File: src/rtl/mult_col_sched_pkg.sv
// Shared types for the Comba column scheduler: FSM states and the per-term tag
// that travels alongside each operand pair through the 3-stage MAC pipeline.
package mult_col_sched_pkg;

  // Wide enough for column numbers up to 2*64-2.
  localparam int K_MAX_W = 7;

  typedef enum logic [1:0] {
    IDLE  = 2'd0,
    ISSUE = 2'd1,
    DRAIN = 2'd2,
    FIN   = 2'd3
  } state_t;

  typedef struct packed {
    logic               valid;
    logic               first;
    logic               last;
    logic [K_MAX_W-1:0] k;
  } tag_t;

  localparam tag_t TAG_NONE = '0;

endpackage

File: src/rtl/mult_col_idx.sv
// Product-scanning index generator: walks (i, k-i) in ascending k then ascending i,
// flagging the first/last term of each column and the final term of the product.
module mult_col_idx
  import mult_col_sched_pkg::*;
#(
  parameter int n_limbs = 8,
  parameter int IW      = $clog2(n_limbs),
  parameter int KW      = $clog2(2 * n_limbs)
) (
  input  logic               clk,
  input  logic               rst,
  input  logic               i_clr,
  input  logic               i_adv,
  output logic [IW-1:0]      o_i,
  output logic [IW-1:0]      o_j,
  output logic [K_MAX_W-1:0] o_k,
  output logic               o_first,
  output logic               o_last,
  output logic               o_final
);

  localparam logic [KW-1:0] K_N    = KW'(n_limbs);
  localparam logic [KW-1:0] K_NM1  = KW'(n_limbs - 1);
  localparam logic [KW-1:0] K_LAST = KW'(2 * n_limbs - 2);

  logic [IW-1:0] r_i;
  logic [KW-1:0] r_k;
  logic [KW-1:0] w_k_inc;
  logic [IW-1:0] w_lo;
  logic [IW-1:0] w_hi;
  logic [IW-1:0] w_lo_inc;

  // Lowest valid i for column k is max(0, k-n_limbs+1).
  function automatic logic [IW-1:0] col_lo(input logic [KW-1:0] k);
    col_lo = (k >= K_N) ? IW'(k - K_NM1) : '0;
  endfunction

  assign w_k_inc  = r_k + KW'(1);
  assign w_lo     = col_lo(r_k);
  assign w_lo_inc = col_lo(w_k_inc);
  assign w_hi     = (r_k >= K_NM1) ? IW'(K_NM1) : IW'(r_k);

  always_ff @(posedge clk) begin
    if (rst || i_clr) begin
      r_i <= '0;
      r_k <= '0;
    end else if (i_adv) begin
      if (o_last) begin
        if (o_final) begin
          r_i <= '0;
          r_k <= '0;
        end else begin
          r_i <= w_lo_inc;
          r_k <= w_k_inc;
        end
      end else begin
        r_i <= r_i + IW'(1);
      end
    end
  end

  assign o_i     = r_i;
  assign o_j     = IW'(r_k - KW'(r_i));
  assign o_k     = K_MAX_W'(r_k);
  assign o_first = (r_i == w_lo);
  assign o_last  = (r_i == w_hi);
  assign o_final = (r_k == K_LAST);

endmodule

File: src/rtl/mult_col_sched.sv
// Comba column scheduler: issues limb address pairs one per cycle and steers an external MAC.
// Optional feature: define MULT_COL_SCHED_ABORT_EN to add the abort input.
module mult_col_sched
  import mult_col_sched_pkg::*;
#(
  parameter int n_limbs    = 8,
  parameter int limb_width = 27,
  parameter int o_width    = 64
) (
  input  logic                          clk,
  input  logic                          rst,
  input  logic                          start,
`ifdef MULT_COL_SCHED_ABORT_EN
  input  logic                          abort,
`endif
  output logic                          busy,
  output logic                          done,
  output logic [$clog2(n_limbs)-1:0]    a_addr,
  output logic [$clog2(n_limbs)-1:0]    b_addr,
  input  logic [limb_width-1:0]         a_data,
  input  logic [limb_width-1:0]         b_data,
  output logic [limb_width-1:0]         mac_x,
  output logic [limb_width-1:0]         mac_y,
  output logic                          mac_clken_x,
  output logic                          mac_clken_y,
  output logic                          mac_clken_o,
  output logic                          mac_accumulate,
  output logic                          mac_aclr,
  input  logic [o_width-1:0]            mac_result,
  output logic [o_width-1:0]            col_data,
  output logic [$clog2(2*n_limbs)-1:0]  col_idx,
  output logic                          col_valid
);

  localparam int IW = $clog2(n_limbs);
  localparam int KW = $clog2(2 * n_limbs);

  if (n_limbs < 2 || n_limbs > 64) begin : g_bad_n_limbs
    $error("mult_col_sched: n_limbs must be in 2..64");
  end
  if (o_width < 2 * limb_width + $clog2(n_limbs)) begin : g_bad_o_width
    $error("mult_col_sched: o_width too narrow for a full column sum");
  end

  state_t             r_state;
  state_t             w_state_next;
  tag_t               r_tag [3];
  tag_t               w_issue_tag;
  logic               w_flush;
  logic               w_pipe_empty;
  logic [K_MAX_W-1:0] w_k;
  logic               w_first;
  logic               w_last;
  logic               w_final;
  logic               w_unused;

`ifdef MULT_COL_SCHED_ABORT_EN
  assign w_flush = abort && (r_state == ISSUE || r_state == DRAIN);
`else
  assign w_flush = 1'b0;
`endif

  mult_col_idx #(
    .n_limbs (n_limbs)
  ) u_idx (
    .clk     (clk),
    .rst     (rst),
    .i_clr   ((r_state != ISSUE) || w_flush),
    .i_adv   (r_state == ISSUE),
    .o_i     (a_addr),
    .o_j     (b_addr),
    .o_k     (w_k),
    .o_first (w_first),
    .o_last  (w_last),
    .o_final (w_final)
  );

  always_ff @(posedge clk) begin
    if (rst) begin
      r_state <= IDLE;
    end else begin
      r_state <= w_state_next;
    end
  end

  always_comb begin
    w_state_next = r_state;
    busy         = 1'b0;
    done         = 1'b0;
    case (r_state)
      IDLE: begin
        if (start) w_state_next = ISSUE;
      end
      ISSUE: begin
        busy = 1'b1;
        if (w_flush)      w_state_next = IDLE;
        else if (w_final) w_state_next = DRAIN;
      end
      DRAIN: begin
        busy = 1'b1;
        if (w_flush)           w_state_next = IDLE;
        else if (w_pipe_empty) w_state_next = FIN;
      end
      FIN: begin
        busy         = 1'b1;
        done         = 1'b1;
        w_state_next = IDLE;
      end
      default: w_state_next = IDLE;
    endcase
  end

  always_comb begin
    w_issue_tag = TAG_NONE;
    if (r_state == ISSUE) begin
      w_issue_tag.valid = 1'b1;
      w_issue_tag.first = w_first;
      w_issue_tag.last  = w_last;
      w_issue_tag.k     = w_k;
    end
  end

  // Stage 0 lines up with RAM data, stage 1 with the product register,
  // stage 2 with mac_result holding the running column sum.
  always_ff @(posedge clk) begin
    if (rst || w_flush) begin
      for (int s = 0; s < 3; s++) r_tag[s] <= TAG_NONE;
    end else begin
      r_tag[0] <= w_issue_tag;
      r_tag[1] <= r_tag[0];
      r_tag[2] <= r_tag[1];
    end
  end

  assign w_pipe_empty   = ~(r_tag[0].valid | r_tag[1].valid | r_tag[2].valid);

  assign mac_x          = a_data;
  assign mac_y          = b_data;
  assign mac_clken_x    = r_tag[0].valid;
  assign mac_clken_y    = r_tag[0].valid;
  assign mac_clken_o    = r_tag[1].valid;
  assign mac_accumulate = r_tag[1].valid & ~r_tag[1].first;
  assign mac_aclr       = rst;

  assign col_valid      = r_tag[2].valid & r_tag[2].last;
  assign col_data       = mac_result;
  assign col_idx        = r_tag[2].k[KW-1:0];

  assign w_unused       = r_tag[2].first ^ (^r_tag[2].k);

endmodule
File: config.mk
export PLATFORM = sky130hd
export DESIGN_NAME = mult_col_sched
export DESIGN_NICKNAME = d
export VERILOG_FILES = /design/src/rtl/mult_col_sched_pkg.sv /design/src/rtl/mult_col_idx.sv /design/src/rtl/mult_col_sched.sv
export SDC_FILE = /design/constraint.sdc
export NUM_CORES = 1
export LEC_CHECK = 0
export CORE_MARGIN = 5
export CORE_UTILIZATION = 29
export CTS_BUF_LIST = sky130_fd_sc_hd__clkbuf_2 sky130_fd_sc_hd__clkbuf_4 sky130_fd_sc_hd__clkbuf_8
export CTS_CLUSTER_SIZE = 28
export DETAILED_ROUTE_END_ITERATION = 7
export PLACE_DENSITY = 0.8
export SYNTH_ARGS = -nofsm -noshare
export SYNTH_HDL_FRONTEND = slang
export SYNTH_SLANG_ARGS = --single-unit
export TNS_END_PERCENT = 100
File: constraint.sdc
create_clock -name clk -period 2.3 [get_ports clk]
set_clock_uncertainty 0.2 [all_clocks]
set_input_delay 0.46 -clock clk [delete_from_list [all_inputs] [get_ports clk]]
set_output_delay 0.46 -clock clk [all_outputs]
set_load 0.1 [all_outputs]
==> results.toml, run 1 <==
[run_status]
outcome = "finished with violations"
violations = "setup timing"

[synth]
yosys-top-cells-area = "buf_4, dfxtp_1, ha_1"
syn_inst = 268
synthFlopType = "dfxtp_1"
netlist_area_um2 = 2330
async_flop_share_pct = 0
yosysWarnings = 0
yosys.area.top_type_share_pct = 40.2
netlist.top_cell.by_area = "buf_4"
synth_common_cells = "buf_4, dfxtp_1, nor2b_1"
synth_edf_count = 0
synth.avg_cell_area_um2 = 8.71
post-synth-top-count-cell = "buf_4"
postSynthNetCount = 399
ys_seq_area_share_pct = 24.9
synth_seq_cells = 29
synth_cell_types = 42

[cells_and_area]
fin_util_pct = 25.3
drive_gt1_share_pct = 32.4
num-nets-final = 303
areaGrowthSynthToFinish_pct = -15.9
antenna_cells = 0
stdcell_count = 275

[die]
dieWidth_um = 99.7
die-area_um2 = 9940
num_rows = 32
core-area_um2 = 7770
start_util_pct = 30.0
pin_count = 257
die_h_um = 99.7

[worst_setup_path]
cp.arrival_ps = 1780
crit_type = "reg -> out"
worstPathMaxFanout = 2
crit_slowest_cell = "fa_2"
slowest_delay_ps = 390
cpMostUsedCell = "xnor2_4"
path_buf_inv = 2
crit_path_start_kind = "flop"
crit_family = "adder cells"
endpoint_kind = "primary output"
critical_path.cell_chain = "inv_4 -> ha_4 -> fa_2 -> xnor2_4 -> xnor2_4 -> buf_12"
required_ps = 1640

[route]
wirelength_mm = 3.71
drt_iter0_drc = 62
firstDrtPassIters = 4
drt-vias-per-instance = 4.45
vias = 1225
drc = 0
wire_per_inst_um = 13.5
ant_nets = 0

[sta]
finalSetupTns_ps = -164
setup_viol = 2
fin_crit_sh_pct = 106
slew_violations = 0
grt_setup_unrepaired = "yes"
slew_headroom_pct = 59.1
tightest_slew_ps = 612
min_period_ps = 2440
fmax_ghz = 0.411
final_hold_viol_count = 0
setup_ws_ps = -136

[clock_tree]
cts_num_sinks = 29
clock_path_buffers = 2
htreeDepth = 2
cts.clk_slew.worst_paths_ps = 70
hold_buffers = 0
root_buffer = "clkbuf_8"
cts_tree = "built"
worstSkewPairLatency_ps = 280
numCtsBuffers = 5

[pwr]
intPower_mw = 1.07
power_leakage_nw = 0.840
powerDensity_nw_per_um2 = 944
switchingPower_mw = 0.785
power_mw = 1.85
comb_power_share_pct = 46.2
peakVddDrop_uv = 358
pwr-share-seq_pct = 32.0
clockPowerShare_pct = 21.8
switching_share_pct = 42.4

[place]
place_congestion = 0.841
hpwl_mm = 2.83
io_buffers = 20
place_inst = 265

[job]
cap_viol_max_count = 0

[grt]
overflow = 0
grt_pass1_vias = 1181
antenna_found_initial = 0
grt_max_degree = 16
grt_use_total_pct = 7.61
grt_pass1_wl_mm = 6.02

[min_path]
hp-class = "reg -> reg"
## sequential cells by signal, summed over array words and instances, names as in the netlist
| signal | flops |
|---|---|
| u_idx.r_k | 4 |
| r_state | 2 |
| u_idx.o_i | 3 |
| r_tag | 20 |
## kinds of logic (layout without fill, tap and decap cells)
group / after synthesis / after routing / share of synthesized area (%)
buffers and inverters: 145 / 50 / 44.2
AO/OA/AOI/OAI: 21 / 21 / 7.24
AND/OR/NAND/NOR: 48 / 48 / 11.7
XOR/XNOR: 7 / 7 / 2.63
multiplexers: 8 / 8 / 3.59
adder cells (fa/ha/maj): 10 / 10 / 5.68
flip-flops: 29 / 29 / 24.9
## path summary, 6_finish.rpt
kind                      from            to  slack [ps]  depth (start not counted)
hold / removal     r_tag[0][1]  r_tag[0][11]         230                          1
hold reg to reg    r_tag[0][1]  r_tag[0][11]         230                          1
setup reg to reg  u_idx.r_k[0]  u_idx.r_k[3]         180                          6
setup / recovery  u_idx.r_k[0]     b_addr[2]        -140                          6
## metrics by stage
step           hold slack, ps  instance area [um^2]  setup WS [ps]
2_1_floorplan             214                  2410           -196
3_3_place_gp              220                  1860            143
3_5_place_dp              220                  1860            130
4_1_cts                   238                  1950           -133
5_1_grt                   262                  1960           -190
6_report                  233                  1960           -136
## layout make-up
cell class              count  area (um^2)
inverters                  13         55.1
repair buffers             29          323
well taps                 102          128
clock inverters             3         16.3
flip-flops and latches     29          589
multi-input cells          94          783
clock buffers               5         68.8
fillers                   841         5800
## cells in the final DEF (no fill, tap or decap), types with 2 or more instances in the layout
cell type / n
dfxtp_1: 24
buf_4: 19
nor2b_1: 14
inv_1: 10
nor2_1: 8
buf_12: 8
nand2_1: 7
ha_1: 7
mux2i_1: 5
clkbuf_8: 5
nand2b_1: 4
dfxtp_2: 4
a21oi_1: 3
xor2_1: 3
mux2_2: 3
and3_1: 3
xnor2_4: 2
inv_4: 2
o22ai_1: 2
nor3_1: 2
xnor2_1: 2
o31ai_1: 2
a211oi_1: 2
nand4b_1: 2
o21ai_0: 2
clkinv_2: 2
clkdlybuf4s50_1: 2
## worst reg2reg max path, stage by stage, from the launching register on
cell and delay, ps:
dfxtp_2 340, buf_4 170, ha_2 250, a211oi_2 250
xnor2_1 170, a21oi_4 260, mux2_2 360
## timing repair
item                                    CTS  global route
gates resized for setup                   1             1
pin swaps                                 2             0
endpoints found under the setup margin    2             5
setup buffers                             1             1
## routing by layer
layer	GRT usage (%)	share of wire (%)	vias to the layer above
met1	8.30	38	553
li1	-	-	543
met3	4.00	13	30
met5	0	0	-
met2	11.5	45	99
met4	4.94	5.0	0
## power by group through the flow
| stage | registers [mW] | clock network, mW | logic [mW] |
|---|---|---|---|
| floorplan | 0.657 | 0 | 1.53 |
| global placement | 0.598 | 0 | 0.829 |
| detailed placement | 0.602 | 0 | 0.839 |
| CTS | 0.593 | 0.420 | 0.849 |
| global route | 0.602 | 0.447 | 0.902 |
| finish | 0.593 | 0.404 | 0.855 |
No activity file was read; power rests on OpenSTA's default activity.
==> run 2, diff against run 1 <==
--- a/config.mk
+++ b/config.mk
@@ -5,12 +5,12 @@
 export SDC_FILE = /design/constraint.sdc
 export NUM_CORES = 1
 export LEC_CHECK = 0
-export CORE_MARGIN = 5
-export CORE_UTILIZATION = 29
+export CORE_AREA = 2 2 99 101
 export CTS_BUF_LIST = sky130_fd_sc_hd__clkbuf_2 sky130_fd_sc_hd__clkbuf_4 sky130_fd_sc_hd__clkbuf_8
 export CTS_CLUSTER_SIZE = 28
 export DETAILED_ROUTE_END_ITERATION = 7
-export PLACE_DENSITY = 0.8
+export DIE_AREA = 0 0 101 103
+export PLACE_DENSITY = 0.7
 export SYNTH_ARGS = -nofsm -noshare
 export SYNTH_HDL_FRONTEND = slang
 export SYNTH_SLANG_ARGS = --single-unit
==> run 2 against run 1 <==
  * The flow still finishes with violations (setup timing)
  * Count of clock-buffer cells in the layout stayed put
  * Register-to-register slack worse by 50 ps
  * Total power is 0.26% lower
  * Final cell count is 4.7% higher
  * Sequential share of layout area is 0.30 points lower
  * Non-clock buffer count is 1 higher
  * Utilization is 4.3 points lower
  * Die area is 4.7% higher
  * Routed wire length is 1.7% higher
  * First-iteration DRC count is 16% lower
  * Flip-flop and latch count stayed put
  * Worst hold slack worse by 2.5 ps
  * Largest power group unchanged
==> results.toml, run 2 (synthesized netlist as in run 1, its figures left out) <==
[cells_and_area]
num-nets-final = 304
areaGrowthSynthToFinish_pct = -15.0
fin_util_pct = 21.0
final_area_um2 = 1980
drive_gt1_share_pct = 32.2
stdcell_count = 288
largest_reg_flops = 20
largest_register = "r_tag"
final_cell_mix = "dfxtp_1, buf_4, nor2b_1"
antenna_cells = 0
final_common_cell = "dfxtp_1"

[clock_tree]
clock_path_buffers = 2
cts_tree = "built"
cts_num_sinks = 29
cts.clk_slew.worst_paths_ps = 70
numCtsBuffers = 5
worstSkewPairLatency_ps = 280
htreeDepth = 2
root_buffer = "clkbuf_8"
hold_buffers = 0

[worst_setup_path]
reg2regPathDepth = 6
required_ps = 1640
crit_type = "reg -> out"
r2r_start = "u_idx.r_k[0]"
crit_slowest_cell = "fa_2"
endpoint_kind = "primary output"
path_buf_inv = 2
cp.arrival_ps = 1770
cpMostUsedCell = "xnor2_4"
worstPathMaxFanout = 2
crit_family = "adder cells"
crit_path_start_kind = "flop"
reg2reg_setup_slack_ps = 130
slowest_delay_ps = 390
r2r-end = "u_idx.r_k[3]"
critical_path.cell_chain = "inv_4 -> ha_4 -> fa_2 -> xnor2_4 -> xnor2_4 -> buf_12"

[sta]
finalSetupTns_ps = -142
setup_viol = 2
fin_crit_sh_pct = 106
final_hold_viol_count = 0
slew_violations = 0
slew_headroom_pct = 62.9
grt_setup_unrepaired = "yes"
hold_slack_ps = 231
tightest_slew_ps = 556
min_period_ps = 2430
fmax_ghz = 0.411
setup_ws_ps = -132

[route]
drt_iter0_drc = 52
firstDrtPassIters = 4
drt-vias-per-instance = 4.13
drc = 0
ant_nets = 0
vias = 1190
wire_per_inst_um = 13.1
wirelength_mm = 3.77

[die]
dieWidth_um = 101
core-area_um2 = 9460
die-area_um2 = 10400
start_util_pct = 24.7
num_rows = 36
die_h_um = 103
pin_count = 257

[min_path]
holdPathEnd = "r_tag[0][17]"
hold_depth = 1
hp-start = "r_tag[0][7]"
hp-class = "reg -> reg"

[place]
pre_cts_slack_ps = 132
place_inst = 278
hpwl_mm = 2.88
io_buffers = 20
place_area_um2 = 1880
place_congestion = 0.865

[pwr]
comb_power_share_pct = 46.1
powerDensity_nw_per_um2 = 932
intPower_mw = 1.07
clockPowerShare_pct = 21.9
power_leakage_nw = 0.847
pwr-share-seq_pct = 32.0
switchingPower_mw = 0.780
power_mw = 1.85
peakVddDrop_uv = 582
switching_share_pct = 42.2

[grt]
grt_pass1_vias = 1096
grt_use_total_pct = 6.92
grt_max_degree = 15
overflow = 0
antenna_found_initial = 0
grt_pass1_wl_mm = 5.62

[run_status]
outcome = "finished with violations"
violations = "setup timing"

[job]
cap_viol_max_count = 0
## run 2: how the worst max path moves through the flow
| stage | start | endpoint | slack (ps) | cells after the start |
|---|---|---|---|---|
| 6_report | u_idx.r_k[0] | b_addr[2] | -130 | 6 |
| 5_1_grt | u_idx.r_k[0] | b_addr[2] | -180 | 6 |
| 4_1_cts | u_idx.r_k[0] | b_addr[2] | -140 | 6 |
| 3_5_place_dp | u_idx.r_k[0] | b_addr[2] | 130 | 6 |
| 3_3_place_gp | u_idx.r_k[0] | b_addr[2] | 140 | 6 |
| 2_1_floorplan | u_idx.o_i[0] | b_addr[2] | -200 | 4 |
## run 2: power by group through the flow
stage                     sequential [mW]  clock [mW]  combinational, mW
after global placement              0.599           0              0.833
after global routing                0.598       0.437              0.901
after detailed placement            0.600           0              0.837
after floorplan                     0.657           0               1.53
final                               0.592       0.404              0.852
after CTS                           0.592       0.416              0.847
## run 2: worst reg2reg max path: cells and delay by family (launching register included)
family	cells	cell delay, ps
AOI/OAI and AO/OA	2	520
buffers and inverters	1	160
DFF	1	340
muxes	1	360
adders and majority gates	1	310
xor gates and xnor gates	1	150
## run 2: layout make-up
cell class | count | area (um^2)
sequential | 29 | 589
timing repair buffer | 30 | 330
inverter | 13 | 55.1
fill | 1016 | 7480
clock inverter | 3 | 16.3
clock buffer | 5 | 68.8
multi-input combinational | 94 | 781
tap | 114 | 143
## run 2: repair_timing
action / CTS / global route
setup buffers: 1 / 1
gates resized for setup: 1 / 0
pin swaps: 1 / 0
setup endpoints to repair: 2 / 2
## run 2: layer usage
| layer | global-route usage, % | vias up | routed length [um] | share of wire (%) |
|---|---|---|---|---|
| li1 | - | 540 | - | - |
| met1 | 7.12 | 527 | 1410 | 37 |
| met2 | 11.4 | 94 | 1700 | 45 |
| met3 | 3.19 | 29 | 468 | 12 |
| met4 | 4.47 | 0 | 195 | 5.2 |
| met5 | 0 | - | 0 | 0 |
==> run 3, diff against run 2 <==
--- a/config.mk
+++ b/config.mk
@@ -10,6 +10,7 @@
 export CTS_CLUSTER_SIZE = 28
 export DETAILED_ROUTE_END_ITERATION = 7
 export DIE_AREA = 0 0 101 103
+export GPL_ROUTABILITY_DRIVEN = 0
 export PLACE_DENSITY = 0.7
 export SYNTH_ARGS = -nofsm -noshare
 export SYNTH_HDL_FRONTEND = slang
==> results of run 3 <==
No change in the layout: final DEF, timing and power equal those of run 2.
